===== config.mk =====
export PLATFORM = sky130hd
export DESIGN_NAME = button_debouncer_flat
export DESIGN_NICKNAME = d
export VERILOG_FILES = /design/src/rtl/button_debouncer_if.sv /design/src/rtl/button_debouncer.sv /design/src/flat_wrapper.sv
export SDC_FILE = /design/constraint.sdc
export NUM_CORES = 1
export LEC_CHECK = 0
export ABC_CLOCK_PERIOD_IN_PS = 4860
export CAP_MARGIN = 20
export CORE_ASPECT_RATIO = 1.2
export CORE_MARGIN = 2
export CORE_UTILIZATION = 40
export DETAILED_ROUTE_END_ITERATION = 12
export MAX_ROUTING_LAYER = met4
export PLACE_DENSITY_LB_ADDON = 0.12
export SLEW_MARGIN = 20
export SYNTH_ARGS = -nofsm -noshare
export SYNTH_HDL_FRONTEND = slang
export SYNTH_SLANG_ARGS = --single-unit

===== constraint.sdc =====
create_clock -name clkin -period 4.86 [get_ports clkin]
set_input_delay 0.486 -clock clkin [delete_from_list [all_inputs] [get_ports clkin]]
set_output_delay 0.486 -clock clkin [all_outputs]
set_load 0.05 [all_outputs]

===== src/rtl/button_debouncer_if.sv =====
// Button debouncer signal bundle: the raw button input and the cleaned outputs.
// The master side drives the raw button; the slave side is the debouncer.
interface button_debouncer_if;
  logic btn_raw;
  logic btn_level;
  logic btn_press;
  logic btn_release;
  logic dir_toggle;

  modport master (
    output btn_raw,
    input  btn_level,
    input  btn_press,
    input  btn_release,
    input  dir_toggle
  );

  modport slave (
    input  btn_raw,
    output btn_level,
    output btn_press,
    output btn_release,
    output dir_toggle
  );
endinterface


===== src/rtl/button_debouncer.sv =====
// Button debouncer: synchronises a raw bouncing button and accepts a level
// change only after it has held steady for STABLE_CYCLES clocks. Produces a
// clean level, one-cycle press/release pulses and a direction bit that flips
// on every press (reset value 1 = count up).
// Optional feature macro: BTN_AUTO_REPEAT_EN -- while the button stays held,
// btn_press re-fires (and dir_toggle flips) every REPEAT_CYCLES clocks.
module button_debouncer #(
  parameter int STABLE_CYCLES = 1000000,
  parameter int CNT_W         = 20,
  parameter int SYNC_STAGES   = 2,
  parameter int REPEAT_CYCLES = 25000000
) (
  input  logic          clkin,
  input  logic          reset,
  button_debouncer_if.slave bus
);

  typedef enum logic [1:0] {IDLE, PRESS_WAIT, HELD, REL_WAIT} state_t;

  localparam logic [CNT_W-1:0] CNT_MAX = CNT_W'(STABLE_CYCLES - 1);

  logic [SYNC_STAGES-1:0] sync_reg;
  logic                   sync_in;

  state_t           state_reg, state_next;
  logic [CNT_W-1:0] cnt_reg, cnt_next;
  logic             level_reg, level_next;
  logic             press_reg, press_next;
  logic             release_reg, release_next;
  logic             dir_reg, dir_next;

`ifdef BTN_AUTO_REPEAT_EN
  localparam int RPT_W = $clog2(REPEAT_CYCLES);
  localparam logic [RPT_W-1:0] RPT_MAX = RPT_W'(REPEAT_CYCLES - 1);
  logic [RPT_W-1:0] rpt_reg, rpt_next;
`else
  // Repeat period has no meaning without the repeat feature.
  logic unused_repeat;
  assign unused_repeat = ^REPEAT_CYCLES;
`endif

  // Shift the asynchronous button through the synchroniser chain.
  always_ff @(posedge clkin or negedge reset) begin
    if (!reset) sync_reg <= '0;
    else        sync_reg <= {sync_reg[SYNC_STAGES-2:0], bus.btn_raw};
  end

  assign sync_in = sync_reg[SYNC_STAGES-1];

  // State, counters and registered outputs.
  always_ff @(posedge clkin or negedge reset) begin
    if (!reset) begin
      state_reg   <= IDLE;
      cnt_reg     <= '0;
      level_reg   <= 1'b0;
      press_reg   <= 1'b0;
      release_reg <= 1'b0;
      dir_reg     <= 1'b1;
`ifdef BTN_AUTO_REPEAT_EN
      rpt_reg     <= '0;
`endif
    end else begin
      state_reg   <= state_next;
      cnt_reg     <= cnt_next;
      level_reg   <= level_next;
      press_reg   <= press_next;
      release_reg <= release_next;
      dir_reg     <= dir_next;
`ifdef BTN_AUTO_REPEAT_EN
      rpt_reg     <= rpt_next;
`endif
    end
  end

  // Next-state logic; pulses default low so they last exactly one cycle.
  always_comb begin
    state_next   = state_reg;
    cnt_next     = cnt_reg;
    level_next   = level_reg;
    press_next   = 1'b0;
    release_next = 1'b0;
    dir_next     = dir_reg;
`ifdef BTN_AUTO_REPEAT_EN
    rpt_next     = rpt_reg;
`endif
    case (state_reg)
      IDLE: begin
        if (sync_in) begin
          state_next = PRESS_WAIT;
          cnt_next   = '0;
        end
      end
      PRESS_WAIT: begin
        if (!sync_in) begin
          state_next = IDLE;
        end else if (cnt_reg == CNT_MAX) begin
          state_next = HELD;
          level_next = 1'b1;
          press_next = 1'b1;
          dir_next   = ~dir_reg;
`ifdef BTN_AUTO_REPEAT_EN
          rpt_next   = '0;
`endif
        end else begin
          cnt_next = cnt_reg + 1'b1;
        end
      end
      HELD: begin
        if (!sync_in) begin
          state_next = REL_WAIT;
          cnt_next   = '0;
        end
`ifdef BTN_AUTO_REPEAT_EN
        else if (rpt_reg == RPT_MAX) begin
          press_next = 1'b1;
          dir_next   = ~dir_reg;
          rpt_next   = '0;
        end else begin
          rpt_next = rpt_reg + 1'b1;
        end
`endif
      end
      REL_WAIT: begin
        if (sync_in) begin
          state_next = HELD;
`ifdef BTN_AUTO_REPEAT_EN
          rpt_next   = '0;
`endif
        end else if (cnt_reg == CNT_MAX) begin
          state_next   = IDLE;
          level_next   = 1'b0;
          release_next = 1'b1;
        end else begin
          cnt_next = cnt_reg + 1'b1;
        end
      end
      default: state_next = IDLE;
    endcase
  end

  assign bus.btn_level   = level_reg;
  assign bus.btn_press   = press_reg;
  assign bus.btn_release = release_reg;
  assign bus.dir_toggle  = dir_reg;

endmodule


===== src/flat_wrapper.sv =====
// flat-port wrapper written by rule: the top's interface ports become plain ports
module button_debouncer_flat 
#(
  parameter int STABLE_CYCLES = 1000000,
  parameter int CNT_W         = 20,
  parameter int SYNC_STAGES   = 2,
  parameter int REPEAT_CYCLES = 25000000
)
  (clkin, reset, bus_btn_raw, bus_btn_level, bus_btn_press, bus_btn_release, bus_dir_toggle);
  button_debouncer_if bus_i ();
  input  logic clkin;
  input  logic reset;
  input wire logic [$bits(bus_i.btn_raw)-1:0] bus_btn_raw;
  output wire logic [$bits(bus_i.btn_level)-1:0] bus_btn_level;
  output wire logic [$bits(bus_i.btn_press)-1:0] bus_btn_press;
  output wire logic [$bits(bus_i.btn_release)-1:0] bus_btn_release;
  output wire logic [$bits(bus_i.dir_toggle)-1:0] bus_dir_toggle;
  assign bus_i.btn_raw = bus_btn_raw;
  assign bus_btn_level = bus_i.btn_level;
  assign bus_btn_press = bus_i.btn_press;
  assign bus_btn_release = bus_i.btn_release;
  assign bus_dir_toggle = bus_i.dir_toggle;
  button_debouncer #(.STABLE_CYCLES(STABLE_CYCLES), .CNT_W(CNT_W), .SYNC_STAGES(SYNC_STAGES), .REPEAT_CYCLES(REPEAT_CYCLES)) u_core (.clkin(clkin), .reset(reset), .bus(bus_i));
endmodule

Word level (Yosys, flattened, before mapping) --
Cells that the tools add are included.
Word-level totals: input bits 3, flip-flop bits (word level) 28, output and inout bits 4, word-level logic and storage cells 50
Cells by class: equal/unequal tests 12, bitwise gates (word level) 1, reductions and logical operators 6, multiplexer cells 23, $add $sub $neg 1
Operator list (number):
- 2-to-1 mux 20 bit | 5
- case mux 20 bit (4 select lines) | 1
- adder 20 x 1 -> 20 bit, second input constant | 1
- == test 20 bit, second input constant | 1
- 2-to-1 mux 2 bit | 6
- 2-to-1 mux 1 bit | 9
- inequality test 2 x 1 -> 1 bit, second input constant | 4
- case mux 2 bit (4 select lines) | 1
- AND reduction 4 bit | 2
- AND reduction 5 bit | 1
- == test 2 bit, second input constant | 2
- inequality test 2 bit, second input constant | 2
- inequality test 3 x 1 -> 1 bit, second input constant | 1
- inequality test 3 bit, second input constant | 1
- AND reduction 3 bit | 1
- == test 2 x 1 -> 1 bit, second input constant | 1
- logical NOT 2 bit | 1
- case mux 1 bit (2 select lines) | 1
- nonzero test 2 bit | 1
- NOT 1 bit | 1

Longest topological paths before layout --
depth in word-level cells 4, depth in mapped cells 7, depth with buffers taken out 6

Worst setup path before layout --
No wires, ideal clock.
path type register to register, from register u_core.cnt_reg[11], to register u_core.cnt_reg[19], required time 4.741 ns, path buffers 1, setup time 0.119 ns, clock period less this slack 1.900 ns, arrival time 1.782 ns, slack 2.960 ns, stages on the path, launching flop included 7, path through dfrtp_1 -> buf_6 -> or4_4 -> or3_4 -> o21ai_4 -> nor4_1 -> o21a_1
On the way: longest elaborated chain between the ends 4, elaborated cells between the ends (all ways) 6, classes of those cells 1 x add/sub; 1 x eq/ne; 4 x mux
Ends and longest elaborated chain:
- start, declared | line button_debouncer.sv:26 | logic [CNT_W-1:0] cnt_reg, cnt_next;
- start signal, assigned | line button_debouncer.sv:64 | cnt_reg <= cnt_next;
- adder 20 x 1 -> 20 bit or == test 20 bit (tied branches)
- 2-to-1 mux 20 bit * | line button_debouncer.sv:96, button_debouncer.sv:129
- 2-to-1 mux 20 bit (on tied branches) | line button_debouncer.sv:124, button_debouncer.sv:94
- case mux 20 bit (4 select lines) * | line button_debouncer.sv:86 | case (state_reg)
Every way passes the cells marked *; elsewhere a longest branch is shown, timed or not. The select of a mux whose other input is x is not followed. A chain may end at the register's enable or synchronous reset.

Worst setup path after layout --
from register u_core.cnt_reg[7], to register u_core.cnt_reg[17]
Same word-level chain as after synthesis.

==> impl_metrics.yaml <==
worst_setup_path:
  slowest_delay_ns: 0.60
  crit_family: "simple AND/OR/NAND/NOR gates"
  cp_slowest_cell: "nor4bb_1"
  r2r_slack_ns: 2.70
  crit_chain: "nor4bb_1 -> nand3_1 -> o21ai_4 -> inv_2 -> a31oi_1"
  arrival_ns: 2.36
  worstSetupStartpointType: "register"
  worstRegToRegCells: 5
  cp-end-kind: "register"
  worst-path-buf-inv: 1
  r2r_start: "u_core.cnt_reg[7]"
  cp.required_ns: 5.06
  path_class: "register to register"
  r2r_end: "u_core.cnt_reg[17]"
  cp_max_fo: 8
route:
  dr.pass1.iters: 4
  avgViaCountPerCell: 5.75
  vias: 1208
  wl_per_cell_um: 15.7
  drt-total-wl_mm: 3.31
  drtIter0Drc: 66
  route.detailed.drc: 0
  final_antenna_net_count: 0
synth:
  seq_area_frac_synth_pct: 46.6
  synth_common_cells: "27 x dfrtp_1, 16 x nand2_1, 12 x a21oi_1, 12 x nand3_1, 10 x a31oi_1"
  synth_cell_types: 50
  synth_flop_cell: "dfrtp_1"
  netlist.area_leader.share_pct: 44.8
  netlist_instances: 152
  syn_area_mm2: 0.00151
  avgSynthCellArea_um2: 9.92
  async_reset_ff_share_pct: 100
  yosysTopAreaCell: "dfrtp_1"
  synth_edf_count: 0
  synthesis.nets: 156
  ys_ff_latch: 28
  synthMostInstantiatedCell: "dfrtp_1"
  yosys_warnings: 0
  yosys-top-cells-area: "dfrtp_1 45%, a31oi_1 4.1%, a21oi_1 4.0%"
clock_tree:
  cts_root_buf: "clkbuf_8"
  path_clk_slew_ns: 0.09
  clockBufferDepth: 2
  numCtsBuffers: 3
  cts_tree: "built"
  clock_latency_ns: 0.27
  clkSinkCount: 28
  h-tree-depth: 1
  hold_buffers: 0
  cts_setup_buffers: 0
  cts_resized: 0
sta:
  whs_ns: 0.357
  period_needed_ns: 2.16
  clock_skew_ns: 0.00357
  setup_violations: 0
  setup-tns-final_ns: 0
  finalCritPeriodShare_pct: 44.4
  timing.fmax_mhz: 464
  hold_viol_final: 0
  maxSlewHeadroom_pct: 57.3
  worst_slew_pin_slew_ns: 0.631
  rsz0062_at_grt: "no"
  maxSlewViolCount: 0
die:
  dieArea_mm2: 0.00428
  ios: 7
  core_area_mm2: 0.00363
  dieHeight_um: 71.3
  initial_core_util_pct: 41.5
  std_cell_rows: 24
  dieWidth_um: 60.0
finish:
  fin_util_pct: 45.6
  drive_gt1_share_pct: 10.8
  largest_register_ffs: 20
  fin_nets: 163
  fin_cells: 210
  design_area_mm2: 0.00166
  area_growth_pct: 9.88
  n_antenna_cell: 0
run_status:
  status: "finished clean"
power_and_ir_drop:
  ir_drop_mv: 0.128
  power.leakage_uw: 0.000640
  cellPowerDensity_mw_per_mm2: 251
grt:
  grt_max_degree: 29
  grt_antenna_before_repair: 0
  grt_pass1_wl_mm: 5.91
  grt_pass1_vias: 1171
  track_usage_pct: 18.5
  overflow: 0
hold_path:
  hold_class: "register to register"
  hold-path-endpoint: "u_core.sync_reg[1]"
  min-delay-start: "u_core.sync_reg[0]"
  holdPathStages: 0
place:
  port_buffers: 6
  dp.cells: 206
  post_dp_cell_area_mm2: 0.00161
  post-dp-hpwl_mm: 2.38
  place.gp.congestion: 0.910
job:
  maxCapViolCount: 0
-- cells in the final DEF, fill, tap and decap left out, types with 2 or more instances in the layout --
| master | count |
|---|---|
| dfrtp_1 | 27 |
| nand2_1 | 16 |
| nand3_1 | 12 |
| a21oi_1 | 12 |
| a31oi_1 | 10 |
| nor2_1 | 6 |
| clkdlybuf4s50_1 | 6 |
| o21ai_0 | 5 |
| inv_1 | 4 |
| nor4bb_1 | 3 |
| nand4_1 | 3 |
| or4_1 | 3 |
| nor3_1 | 3 |
| clkbuf_8 | 3 |
| or4_4 | 2 |
| o41ai_1 | 2 |
| a22o_1 | 2 |
| o211ai_1 | 2 |
| o21ai_1 | 2 |
| and4_1 | 2 |
| and3_1 | 2 |
| nand2b_1 | 2 |
-- worst register-to-register path, stage by stage, from the launching register on --
cell and delay (ns):
dfrtp_1 0.48, nor4bb_1 0.61, nand3_1 0.31, o21ai_4 0.34, inv_2 0.15, a31oi_1 0.20
-- how the worst max path moves through the flow --
| stage | startpoint | to | slack [ns] | cells past startpoint |
|---|---|---|---|---|
| 6_report | u_core.cnt_reg[7] | u_core.cnt_reg[17] | 2.70 | 5 |
| 5_1_grt | u_core.cnt_reg[7] | u_core.cnt_reg[17] | 2.49 | 5 |
| 4_1_cts | u_core.cnt_reg[7] | u_core.cnt_reg[15] | 2.68 | 5 |
| 3_5_place_dp | u_core.cnt_reg[7] | u_core.cnt_reg[10] | 2.68 | 5 |
| 3_3_place_gp | u_core.cnt_reg[10] | u_core.cnt_reg[15] | 2.72 | 5 |
| 2_1_floorplan | u_core.cnt_reg[11] | u_core.cnt_reg[19] | 2.96 | 6 |
-- logic make-up after synthesis --
group | synth area share [%]
flip-flops | 46.6
AO/OA/AOI/OAI | 19.8
AND/OR/NAND/NOR | 26.7
adder cells (fa/ha/maj) | 0.830
buffers and inverters | 3.15
XOR/XNOR | 2.24
multiplexers | 0.747
-- metrics by stage --
| stage | power (uW) | worst slack [ns] |
|---|---|---|
| 6_report | 416 | 2.70 |
| 5_1_grt | 439 | 2.49 |
| 4_1_cts | 421 | 2.68 |
| 3_5_place_dp | 290 | 2.68 |
| 3_3_place_gp | 290 | 2.72 |
| 2_1_floorplan | 276 | 2.96 |
-- layer usage --
layer  vias to the layer above  global-route usage [%]  part of all wire [%]
li1                        595                       -                     -
met1                       591                    27.3                    51
met2                        18                    26.6                    46
met3                         4                    2.35                   2.5
met4                         0                    5.43                  0.88
met5                         -                       -                     0
-- cell type report --
cell class,count,area [um^2]
Tap cell,52,65.1
Clock buffer,4,45.0
Timing Repair Buffer,7,67.6
Inverter,5,18.8
Sequential cell,28,702
Fill cell,352,1980
Multi-Input combinational cell,114,758
-- where the power goes --
part           total, uW  switching [uW]  internal [uW]
registers            251            9.96            241
clock network        130            71.5           58.8
logic               34.6            22.2           12.4
No activity file was read; power rests on OpenSTA's default activity.
